File: src/rtl/error_mod_map_pkg.sv
// Shared JPEG-LS datapath widths for the residual modulo-reduction stage.
package error_mod_map_pkg;

    localparam int unsigned residual_length    = 9;
    localparam int unsigned modresidual_length = 8;
    localparam int unsigned RANGE              = 1 << modresidual_length;

endpackage

File: src/rtl/error_mod_map_err_map_comb.sv
// Combinational modulo reduction and MErrval mapping; shared with the decoder's inverse path.
module err_map_comb
    import error_mod_map_pkg::*;
#(
    parameter int unsigned MODRESIDUAL_LENGTH = modresidual_length
) (
    input  logic [MODRESIDUAL_LENGTH-1:0] residual,
    output logic [MODRESIDUAL_LENGTH-1:0] reduced,
    output logic [MODRESIDUAL_LENGTH-1:0] mapped
);

    // Modulo-RANGE reduction into [-RANGE/2, RANGE/2-1] is the low-bit slice read as signed.
    always_comb begin
        reduced = residual;
        mapped  = {reduced[MODRESIDUAL_LENGTH-2:0], 1'b0}
                ^ {MODRESIDUAL_LENGTH{reduced[MODRESIDUAL_LENGTH-1]}};
    end

endmodule

File: src/rtl/error_mod_map.sv
// Registered residual reduction/mapping stage between the residual subtractor and Golomb coder.
module error_mod_map
    import error_mod_map_pkg::*;
#(
    parameter int unsigned RESIDUAL_LENGTH    = residual_length,
    parameter int unsigned MODRESIDUAL_LENGTH = modresidual_length
) (
    input  logic                          clk,
    input  logic                          rst_n,
    input  logic                          in_valid,
    input  logic [RESIDUAL_LENGTH-1:0]    errValue,
    output logic                          out_valid,
    output logic [MODRESIDUAL_LENGTH-1:0] errorModulo,
    output logic [MODRESIDUAL_LENGTH-1:0] errReduced
);

    logic [MODRESIDUAL_LENGTH-1:0] reduced;
    logic [MODRESIDUAL_LENGTH-1:0] mapped;
    logic                          unused_msb;

    // The input sign bit carries no information once reduced modulo RANGE.
    assign unused_msb = errValue[RESIDUAL_LENGTH-1];

    err_map_comb #(
        .MODRESIDUAL_LENGTH(MODRESIDUAL_LENGTH)
    ) u_err_map_comb (
        .residual(errValue[MODRESIDUAL_LENGTH-1:0]),
        .reduced (reduced),
        .mapped  (mapped)
    );

    always_ff @(posedge clk or negedge rst_n) begin
        if (!rst_n) begin
            out_valid   <= 1'b0;
            errorModulo <= '0;
            errReduced  <= '0;
        end else begin
            out_valid <= in_valid;
            if (in_valid) begin
                errorModulo <= mapped;
                errReduced  <= reduced;
            end
        end
    end

endmodule

File: config.mk
export PLATFORM = sky130hd
export DESIGN_NAME = error_mod_map
export DESIGN_NICKNAME = d
export VERILOG_FILES = /design/src/rtl/error_mod_map_pkg.sv /design/src/rtl/error_mod_map_err_map_comb.sv /design/src/rtl/error_mod_map.sv
export SDC_FILE = /design/constraint.sdc
export NUM_CORES = 1
export LEC_CHECK = 0
export BUFFER_PORTS_ARGS = -buffer_cell sky130_fd_sc_hd__buf_4
export CORE_ASPECT_RATIO = 1.1
export CORE_MARGIN = 2
export CORE_UTILIZATION = 35
export CTS_BUF_LIST = sky130_fd_sc_hd__clkbuf_2
export DETAILED_ROUTE_END_ITERATION = 6
export PLACE_DENSITY_LB_ADDON = 0.3
export SKIP_LAST_GASP = 1
export SYNTH_ARGS = -nofsm -noshare
export SYNTH_HDL_FRONTEND = slang
export SYNTH_SLANG_ARGS = --single-unit
File: constraint.sdc
create_clock -name clk -period 1.7 [get_ports clk]
set_input_delay 0.17 -clock clk [delete_from_list [all_inputs] [get_ports clk]]
set_output_delay 0.17 -clock clk [all_outputs]
set_load 0.05 [all_outputs]
==> flow_summary.json, run 1 <==
{
  "status": "complete, no violations",
  "setup_tns_ns": 0,
  "dpl.cell_count": 90,
  "clk_pin_slew_ns": 0.14,
  "post-synth-top-area-cell": "dfrtp_1",
  "synth_ff_type": "dfrtp_1",
  "synth_edf_count": 0,
  "wire_per_inst_um": 12.96,
  "grt_pass1_wl_um": 2049,
  "clock_path_buffers": 2,
  "crit_type": "reg -> out",
  "initial_core_util": 0.3757,
  "reg2reg_depth": 1,
  "drt-total-wl_um": 1231,
  "hold_viol": 0,
  "gp_congestion": 0.6741,
  "numCtsBuffers": 3,
  "crit_required_ns": 1.53,
  "cp_num_cells": 1,
  "slew_headroom": 0.8172,
  "cts_tree": "built",
  "syn_nets": 61,
  "ioPinCount": 29,
  "grtUsageTotal": 0.1254,
  "htree_levels": 1,
  "p_leak_uw": 0.0004253,
  "syn_area_um2": 669.4,
  "crit_path_end_kind": "output port",
  "ys_types": 8,
  "fillers": 162,
  "critPathTopFamily": "flip-flops",
  "area_delta_synth_final_pct": 32.90,
  "grt_pass1_vias": 498,
  "synthTopCellsByArea": "dfrtp_1 60%, mux2_4 13%, xnor2_1 9.2%",
  "drive_gt1_frac": 0.4935,
  "post-route-min-period_ns": 1.069,
  "cts_resized": 0,
  "crit_chain": "buf_4",
  "clock_latency_ns": 0.28,
  "dr.pass1.iters": 2,
  "cts-root-buf": "clkbuf_2",
  "tightest_slew_ns": 0.2741,
  "ys_ff_latch": 16,
  "postRouteAntennaNets": 0,
  "start_kind": "register",
  "grt_max_degree": 24,
  "ys_top_cells_by_count": "16 x dfrtp_1, 7 x a21oi_1, 7 x nor2_1, 7 x xnor2_1, 6 x mux2_4",
  "die_h_um": 49.87,
  "critPathBufInv": 1,
  "syn_inst": 49,
  "cts_num_sinks": 16,
  "rsz0062_at_grt": "no",
  "hold-path-cell-count": 2,
  "critPathArrivalTime_ns": 0.90,
  "synth_warnings": 0,
  "routed_via_density": 4.863,
  "antenna_cells": 0,
  "drt_iter0_drc": 6,
  "syn_area_per_cell_um2": 13.66,
  "drv_slew": 0,
  "critPathMaxStageDelay_ns": 0.42,
  "vias": 462,
  "drc": 0,
  "layout_setup_ws_ns": 0.6306,
  "min_path_type": "in -> reg",
  "grt_antenna_before_repair": 0,
  "portBuffers": 27,
  "maxCapViolCount": 0,
  "setup_viol": 0,
  "fin_crit_sh": 0.6291,
  "fin_cells": 95,
  "finalNetCount": 90,
  "path_max_fanout": 3,
  "ys_seq_area_frac": 0.5981,
  "dp_hpwl_um": 882.2,
  "gr-total-overflow": 0,
  "pwr_density_cell_nw_per_um2": 1056,
  "peakVddDrop_mv": 0.4634,
  "dieArea_um2": 2279,
  "skew_ns": 0,
  "rows": 16,
  "fp.coreArea_um2": 1782,
  "die_w_um": 45.70,
  "yosysTopAreaCellShare": 0.5981,
  "ys_async_sr_fraction": 1.000,
  "fmax_mhz": 935.1,
  "final_util": 0.4993,
  "yosysMostFrequentCell": "dfrtp_1",
  "dp_slack_ns": 0.7691,
  "crit_slowest_cell": "dfrtp_1"
}
==> sequential cells by signal, summed over array words and instances, names as in the netlist <==
name,count
errorModulo,8
errReduced,7
out_valid,1
==> per-stage QoR <==
step	power [uW]	hold slack, ns	instance area (um^2)
floorplan	678.1	-0.1256	669.4
global placement	778.3	0.03932	860.8
detailed placement	783.9	0.03682	860.8
CTS	955.5	0.1049	889.6
global route	992.4	0.09200	889.6
finish	939.1	0.1239	889.6
==> report_power, final <==
group / leakage, uW / total, uW / internal, uW / switching [uW]
clock network: 0.0000140 / 164 / 51.1 / 113
registers: 0.000183 / 444 / 421 / 23.2
logic: 0.000228 / 331 / 115 / 216
==> path summary, 6_finish.rpt <==
path                                                 start  slack (ns)                          to
worst min register to register   errReduced[4]$_DFFE_PN0P_        0.53   errReduced[4]$_DFFE_PN0P_
min in group asynchronous                            rst_n        0.26  errorModulo[0]$_DFFE_PN0P_
worst min-delay path                           errValue[1]        0.12   errReduced[1]$_DFFE_PN0P_
worst max-delay path            errorModulo[0]$_DFFE_PN0P_        0.63               errReduced[7]
worst max register to register   errReduced[0]$_DFFE_PN0P_        0.92   errReduced[0]$_DFFE_PN0P_
max in group asynchronous                            rst_n        1.26  errorModulo[1]$_DFFE_PN0P_
==> cell families (layout without fill, tap and decap cells) <==
logic type,after synthesis,in the layout,share of synthesized area
XOR/XNOR,7,7,0.09159
multiplexers,8,8,0.1682
buffers and inverters,4,32,0.05046
AND/OR/NAND/NOR,7,7,0.03926
flip-flops,16,16,0.5981
AO/OA/AOI/OAI,7,7,0.05233
==> routing by layer <==
layer | vias to the layer above | routed length [um] | track usage
li1 | 214 | - | -
met3 | 2 | 78 | 0.04396
met4 | 0 | 5 | 0.05714
met1 | 233 | 482 | 0.1595
met2 | 13 | 664 | 0.1878
met5 | - | 0 | 0
==> final cells by class <==
type                    count  area (um^2)  share of cell area
clock buffers               3        15.01             0.01688
multi-input cells          29        235.2              0.2644
well taps                  18        22.52             0.02532
clock inverters             1        3.754            0.004219
flip-flops and latches     16        400.4              0.4501
repair buffers             28        212.7              0.2391
==> placed cells by master (no fill, tap or decap) <==
| cell | instances |
|---|---|
| buf_4 | 27 |
| a21oi_1 | 7 |
| dlygate4sd3_1 | 1 |
| clkinv_1 | 1 |
| mux2_2 | 2 |
| xnor2_1 | 7 |
| nor2_1 | 7 |
| mux2_4 | 6 |
| clkbuf_2 | 3 |
| dfrtp_1 | 16 |
==> what timing repair did <==
item | 4_1_cts | 5_1_grt
setup endpoints to repair | 0 | 0
buffers inserted | 0 | 0
endpoints found under the hold margin | 16 | 0
hold buffers | 1 | 0
Note: power is estimated with default switching activity, not from simulation.
==> run 2: changes to the inputs <==
ABC_AREA = 1   (was default)
clock period = 1.1 ns   (was 1.7 ns; I/O delays follow)
==> flow_summary.json, run 2 <==
{
  "ys_types": 8,
  "drive_gt1_frac": 0.3426,
  "htree_levels": 1,
  "wire_per_inst_um": 9.496,
  "fmax_mhz": 994.0,
  "portBuffers": 27,
  "grt_max_degree": 17,
  "crit_chain": "buf_4",
  "drt_iter0_drc": 11,
  "drc": 0,
  "final_common_cell": "nand2_1",
  "critPathArrivalTime_ns": 0.90,
  "rrSetupSlack_ns": 0.40,
  "status": "complete, no violations",
  "ys_ff_latch": 16,
  "syn_area_per_cell_um2": 8.602,
  "synth_edf_count": 0,
  "vias": 567,
  "antenna_cells": 0,
  "dr.pass1.iters": 4,
  "dieArea_um2": 2337,
  "yosysMostFrequentCell": "nand2_1",
  "start_kind": "register",
  "skew_ns": 0,
  "grt_pass1_vias": 495,
  "r2r_start": "errorModulo[3]$_DFFE_PN0P_",
  "peakVddDrop_mv": 0.6561,
  "clock_path_buffers": 2,
  "ioPinCount": 29,
  "reg_top3": "errorModulo x8, errReduced x7, out_valid x1",
  "syn_inst": 80,
  "drv_slew": 0,
  "clock_latency_ns": 0.28,
  "layout_common_cells": "51 x nand2_1, 27 x buf_4, 16 x dfrtp_1, 5 x or2_2, 3 x clkbuf_2",
  "gp_congestion": 0.6574,
  "grtUsageTotal": 0.1282,
  "power.internal_uw": 857.9,
  "finalNetCount": 121,
  "combPwrFrac": 0.325,
  "min_to": "out_valid$_DFF_PN0_",
  "tightest_slew_ns": 0.2315,
  "reg2reg_depth": 4,
  "critPathBufInv": 1,
  "clk_pin_slew_ns": 0.14,
  "setup_tns_ns": 0,
  "slew_headroom": 0.8455,
  "setup_viol": 0,
  "pwr_density_cell_nw_per_um2": 1505,
  "critPathTopFamily": "flip-flops",
  "critPathMaxStageDelay_ns": 0.42,
  "crit_path_end_kind": "output port",
  "cts_num_sinks": 16,
  "p_clk_frac": 0.187,
  "syn_nets": 92,
  "postRouteAntennaNets": 0,
  "rsz0062_at_grt": "no",
  "synth_warnings": 0,
  "top_register": "errorModulo",
  "grt_pass1_wl_um": 2097,
  "synthTopCellsByArea": "dfrtp_1 58%, nand2_1 28%, or2_2 4.5%",
  "reg2reg_to": "errorModulo[3]$_DFFE_PN0P_",
  "min-delay-start": "in_valid",
  "ys_seq_area_frac": 0.5818,
  "syn_area_um2": 688.2,
  "post-synth-top-area-cell": "dfrtp_1",
  "numCtsBuffers": 3,
  "area_delta_synth_final_pct": 33.09,
  "p_sw_uw": 520.8,
  "gr-total-overflow": 0,
  "cts.hold.buffers_added": 1,
  "largest_reg_flops": 8,
  "crit_type": "reg -> out",
  "die_w_um": 46.28,
  "cts_tree": "built",
  "hold-path-cell-count": 1,
  "path_max_fanout": 3,
  "synth_ff_type": "dfrtp_1",
  "yosysTopAreaCellShare": 0.5818,
  "post-route-min-period_ns": 1.006,
  "cts_resized": 0,
  "initial_core_util": 0.3777,
  "p_leak_uw": 0.0005330,
  "drt-total-wl_um": 1282,
  "die_h_um": 50.51,
  "min_path_type": "in -> reg",
  "crit_required_ns": 0.99,
  "pwr-share-seq": 0.489,
  "cts-root-buf": "clkbuf_2",
  "ys_top_cells_by_count": "51 x nand2_1, 16 x dfrtp_1, 5 x or2_2",
  "fp.coreArea_um2": 1822,
  "fin_total_pwr_uw": 1379,
  "grt_antenna_before_repair": 0,
  "fin_crit_sh": 0.9146,
  "hold_viol": 0,
  "routed_via_density": 4.200,
  "rows": 16,
  "maxCapViolCount": 0,
  "crit_slowest_cell": "dfrtp_1",
  "post-cts-setup-buffers": 0,
  "ys_async_sr_fraction": 1.000,
  "swShare": 0.3778
}
-- run 2: cell types whose count changed in the layout (fill, tap and decap cells not counted), sizes merged --
cell / previous run / this run
xnor2: 7 / 0
a21oi: 7 / 0
or2: 0 / 7
mux2: 8 / 0
inv: 0 / 1
nand2: 0 / 52
nor2: 7 / 0
-- run 2: area by class of cell --
class                   instances  area, um^2
multi-input cells              59       246.5
clock inverters                 1       3.754
fillers                       183       905.9
repair buffers                 28       212.7
clock buffers                   3       15.01
well taps                      27       33.78
inverters                       1       3.754
flip-flops and latches         16       400.4
-- run 2: cell families (layout without fill, tap and decap cells) --
group                  after synthesis  in the layout  synth area share
AND/OR/NAND/NOR                     59             59            0.3582
flip-flops                          16             16            0.5818
buffers and inverters                5             33           0.05999
-- run 2: power groups by stage --
stage	Combinational, uW	Sequential (uW)	Clock [uW]
after global placement	446	684	0
after detailed placement	449	686	0
after floorplan	109	881	0
final	447	674	258
after CTS	452	675	274
after global routing	480	682	291
-- run 2: stage by stage --
step | utilization | hold WS (ns) | std cells | worst slack, ns | cell area, um^2
after floorplan | - | -0.1856 | 80 | 0.08616 | 688.2
after global placement | 0.4870 | -0.01975 | 130 | 0.2828 | 887.1
after detailed placement | 0.4870 | -0.02040 | 130 | 0.2777 | 887.1
after CTS | 0.5027 | 0.01421 | 135 | 0.06785 | 915.9
after global routing | 0.5027 | 0.002901 | 135 | 0.03791 | 915.9
final | 0.5027 | 0.02991 | 135 | 0.09392 | 915.9
-- run 2: worst max-delay path by stage --
stage / start / endpoint / cells past startpoint
6_report: errorModulo[0]$_DFFE_PN0P_ / errReduced[7] / 1
5_1_grt: errorModulo[1]$_DFFE_PN0P_ / errorModulo[1] / 1
4_1_cts: errReduced[1]$_DFFE_PN0P_ / errReduced[1] / 1
3_5_place_dp: in_valid / errorModulo[2]$_DFFE_PN0P_ / 4
3_3_place_gp: in_valid / errorModulo[7]$_DFFE_PN0P_ / 4
2_1_floorplan: errorModulo[0]$_DFFE_PN0P_ / errorModulo[0] / 1
-- run 2: metal layers --
layer	wire length (um)	track usage	up-vias	share of wire
li1	-	-	291	-
met1	583	0.1755	254	0.45
met2	608	0.1736	20	0.47
met3	78	0.04317	2	0.061
met4	11	0.07143	0	0.0086
met5	0	0	-	0
==> run 3: changes to the inputs <==
CORE_UTILIZATION = 45   (was 35)
SETUP_SLACK_MARGIN = 0.2   (was default)
==> flow_summary.json, run 3 (same netlist as run 2, synthesis figures left out) <==
{
  "wire_per_inst_um": 10.69,
  "crit_type": "reg -> out",
  "fillers": 120,
  "setup_tns_ns": 0,
  "crit_path_end_kind": "output port",
  "drc": 0,
  "grt_pass1_wl_um": 2132,
  "crit_slowest_cell": "dfrtp_2",
  "gp_congestion": 0.6680,
  "rsz0062_at_grt": "yes",
  "gr-total-overflow": 0,
  "htree_levels": 1,
  "reg2reg_depth": 4,
  "grt_antenna_before_repair": 0,
  "portBuffers": 27,
  "fmax_mhz": 992.5,
  "dieArea_um2": 1858,
  "cts_num_sinks": 16,
  "die_h_um": 45.02,
  "crit_required_ns": 0.99,
  "fp.coreArea_um2": 1401,
  "cp_num_cells": 1,
  "vias": 595,
  "hold-path-cell-count": 1,
  "grt_max_degree": 17,
  "tightest_slew_ns": 0.2406,
  "status": "complete, no violations",
  "drt-total-wl_um": 1357,
  "critPathBufInv": 1,
  "p_leak_uw": 0.0005613,
  "postRouteAntennaNets": 0,
  "critPathArrivalTime_ns": 0.90,
  "clock_path_buffers": 2,
  "largest_reg_flops": 8,
  "rrSetupSlack_ns": 0.26,
  "dp_slack_ns": 0.2579,
  "min_to": "out_valid$_DFF_PN0_",
  "grtUsageTotal": 0.1747,
  "clk_pin_slew_ns": 0.15,
  "path_max_fanout": 3,
  "start_kind": "register",
  "antenna_cells": 0,
  "layout_common_cells": "51 x nand2_1, 17 x buf_6, 14 x buf_4, 8 x dfrtp_1, 8 x dfrtp_2",
  "finalNetCount": 125,
  "drv_slew": 0,
  "hold_viol": 0,
  "clock_latency_ns": 0.29,
  "numCtsBuffers": 3,
  "dr.pass1.iters": 4,
  "grt_pass1_vias": 534,
  "die_w_um": 41.29,
  "setup_viol": 0,
  "reg2reg_to": "errReduced[1]$_DFFE_PN0P_",
  "final_common_cell": "nand2_1",
  "reg_top3": "errorModulo x8, errReduced x7, out_valid x1",
  "routed_via_density": 4.685,
  "peakVddDrop_mv": 0.9639,
  "top_register": "errorModulo",
  "skew_ns": 0,
  "ioPinCount": 29,
  "area_delta_synth_final_pct": 45.64,
  "rows": 14,
  "cts-root-buf": "clkbuf_2",
  "crit_chain": "buf_6",
  "initial_core_util": 0.4911,
  "layout_setup_ws_ns": 0.09248,
  "maxCapViolCount": 0,
  "post-route-min-period_ns": 1.008,
  "cts_tree": "built",
  "fin_crit_sh": 0.9159,
  "drive_gt1_frac": 0.4414,
  "critPathTopFamily": "flip-flops",
  "min-delay-start": "in_valid",
  "min_path_type": "in -> reg",
  "dp_hpwl_um": 945.7,
  "critPathMaxStageDelay_ns": 0.45,
  "pwr_density_cell_nw_per_um2": 1450,
  "slew_headroom": 0.8394,
  "drt_iter0_drc": 4,
  "r2r_start": "errReduced[1]$_DFFE_PN0P_"
}
==> run 3: cell type report <==
type / instances / area (um^2) / share of cell area
clock buffer: 3 / 15.01 / 0.01498
sequential: 16 / 410.4 / 0.4095
tap: 16 / 20.02 / 0.01998
multi-input combinational: 59 / 246.5 / 0.2459
inverter: 1 / 3.754 / 0.003745
timing repair buffer: 32 / 306.5 / 0.3059
==> run 3: layer usage <==
| metal | vias up | global-route usage | wire, um |
|---|---|---|---|
| li1 | 298 | - | - |
| met1 | 273 | 0.2215 | 595 |
| met2 | 19 | 0.2656 | 657 |
| met3 | 5 | 0.02956 | 69 |
| met4 | 0 | 0.1161 | 34 |
| met5 | - | 0 | 0 |
==> run 3: power by group <==
part | switching (uW) | internal (uW) | leakage (uW)
combinational | 317 | 188 | 0.000363
sequential | 39.8 | 649 | 0.000186
clock | 185 | 74.3 | 0.0000125
total | 542 | 911 | 0.000561
==> run 3: per-stage QoR <==
step                      area, um^2  hold slack [ns]  cells    util  total power (uW)
after global routing            1002         0.003798    127  0.7152              1517
after CTS                      979.7          0.01225    124  0.6991              1446
after floorplan                698.2          -0.1856     80       -             997.5
after global placement         883.3         -0.02236    119  0.6304              1133
final                           1002         0.009002    127  0.7152              1453
after detailed placement       883.3         -0.01924    119  0.6304              1142
==> run 3: worst max-delay path by stage <==
| stage | start | end |
|---|---|---|
| 3_3_place_gp | in_valid | errorModulo[3]$_DFFE_PN0P_ |
| 6_report | errorModulo[0]$_DFFE_PN0P_ | errorModulo[0] |
| 5_1_grt | errorModulo[0]$_DFFE_PN0P_ | errReduced[7] |
| 4_1_cts | errorModulo[0]$_DFFE_PN0P_ | errReduced[7] |
| 3_5_place_dp | in_valid | errorModulo[6]$_DFFE_PN0P_ |
| 2_1_floorplan | errorModulo[0]$_DFFE_PN0P_ | errorModulo[0] |
==> run 3: what timing repair did <==
item                       CTS  global route
hold buffers                 1             0
hold endpoints to repair    16             0
resized for setup           17             0
buffers inserted             1             3
setup endpoints to repair   17            17
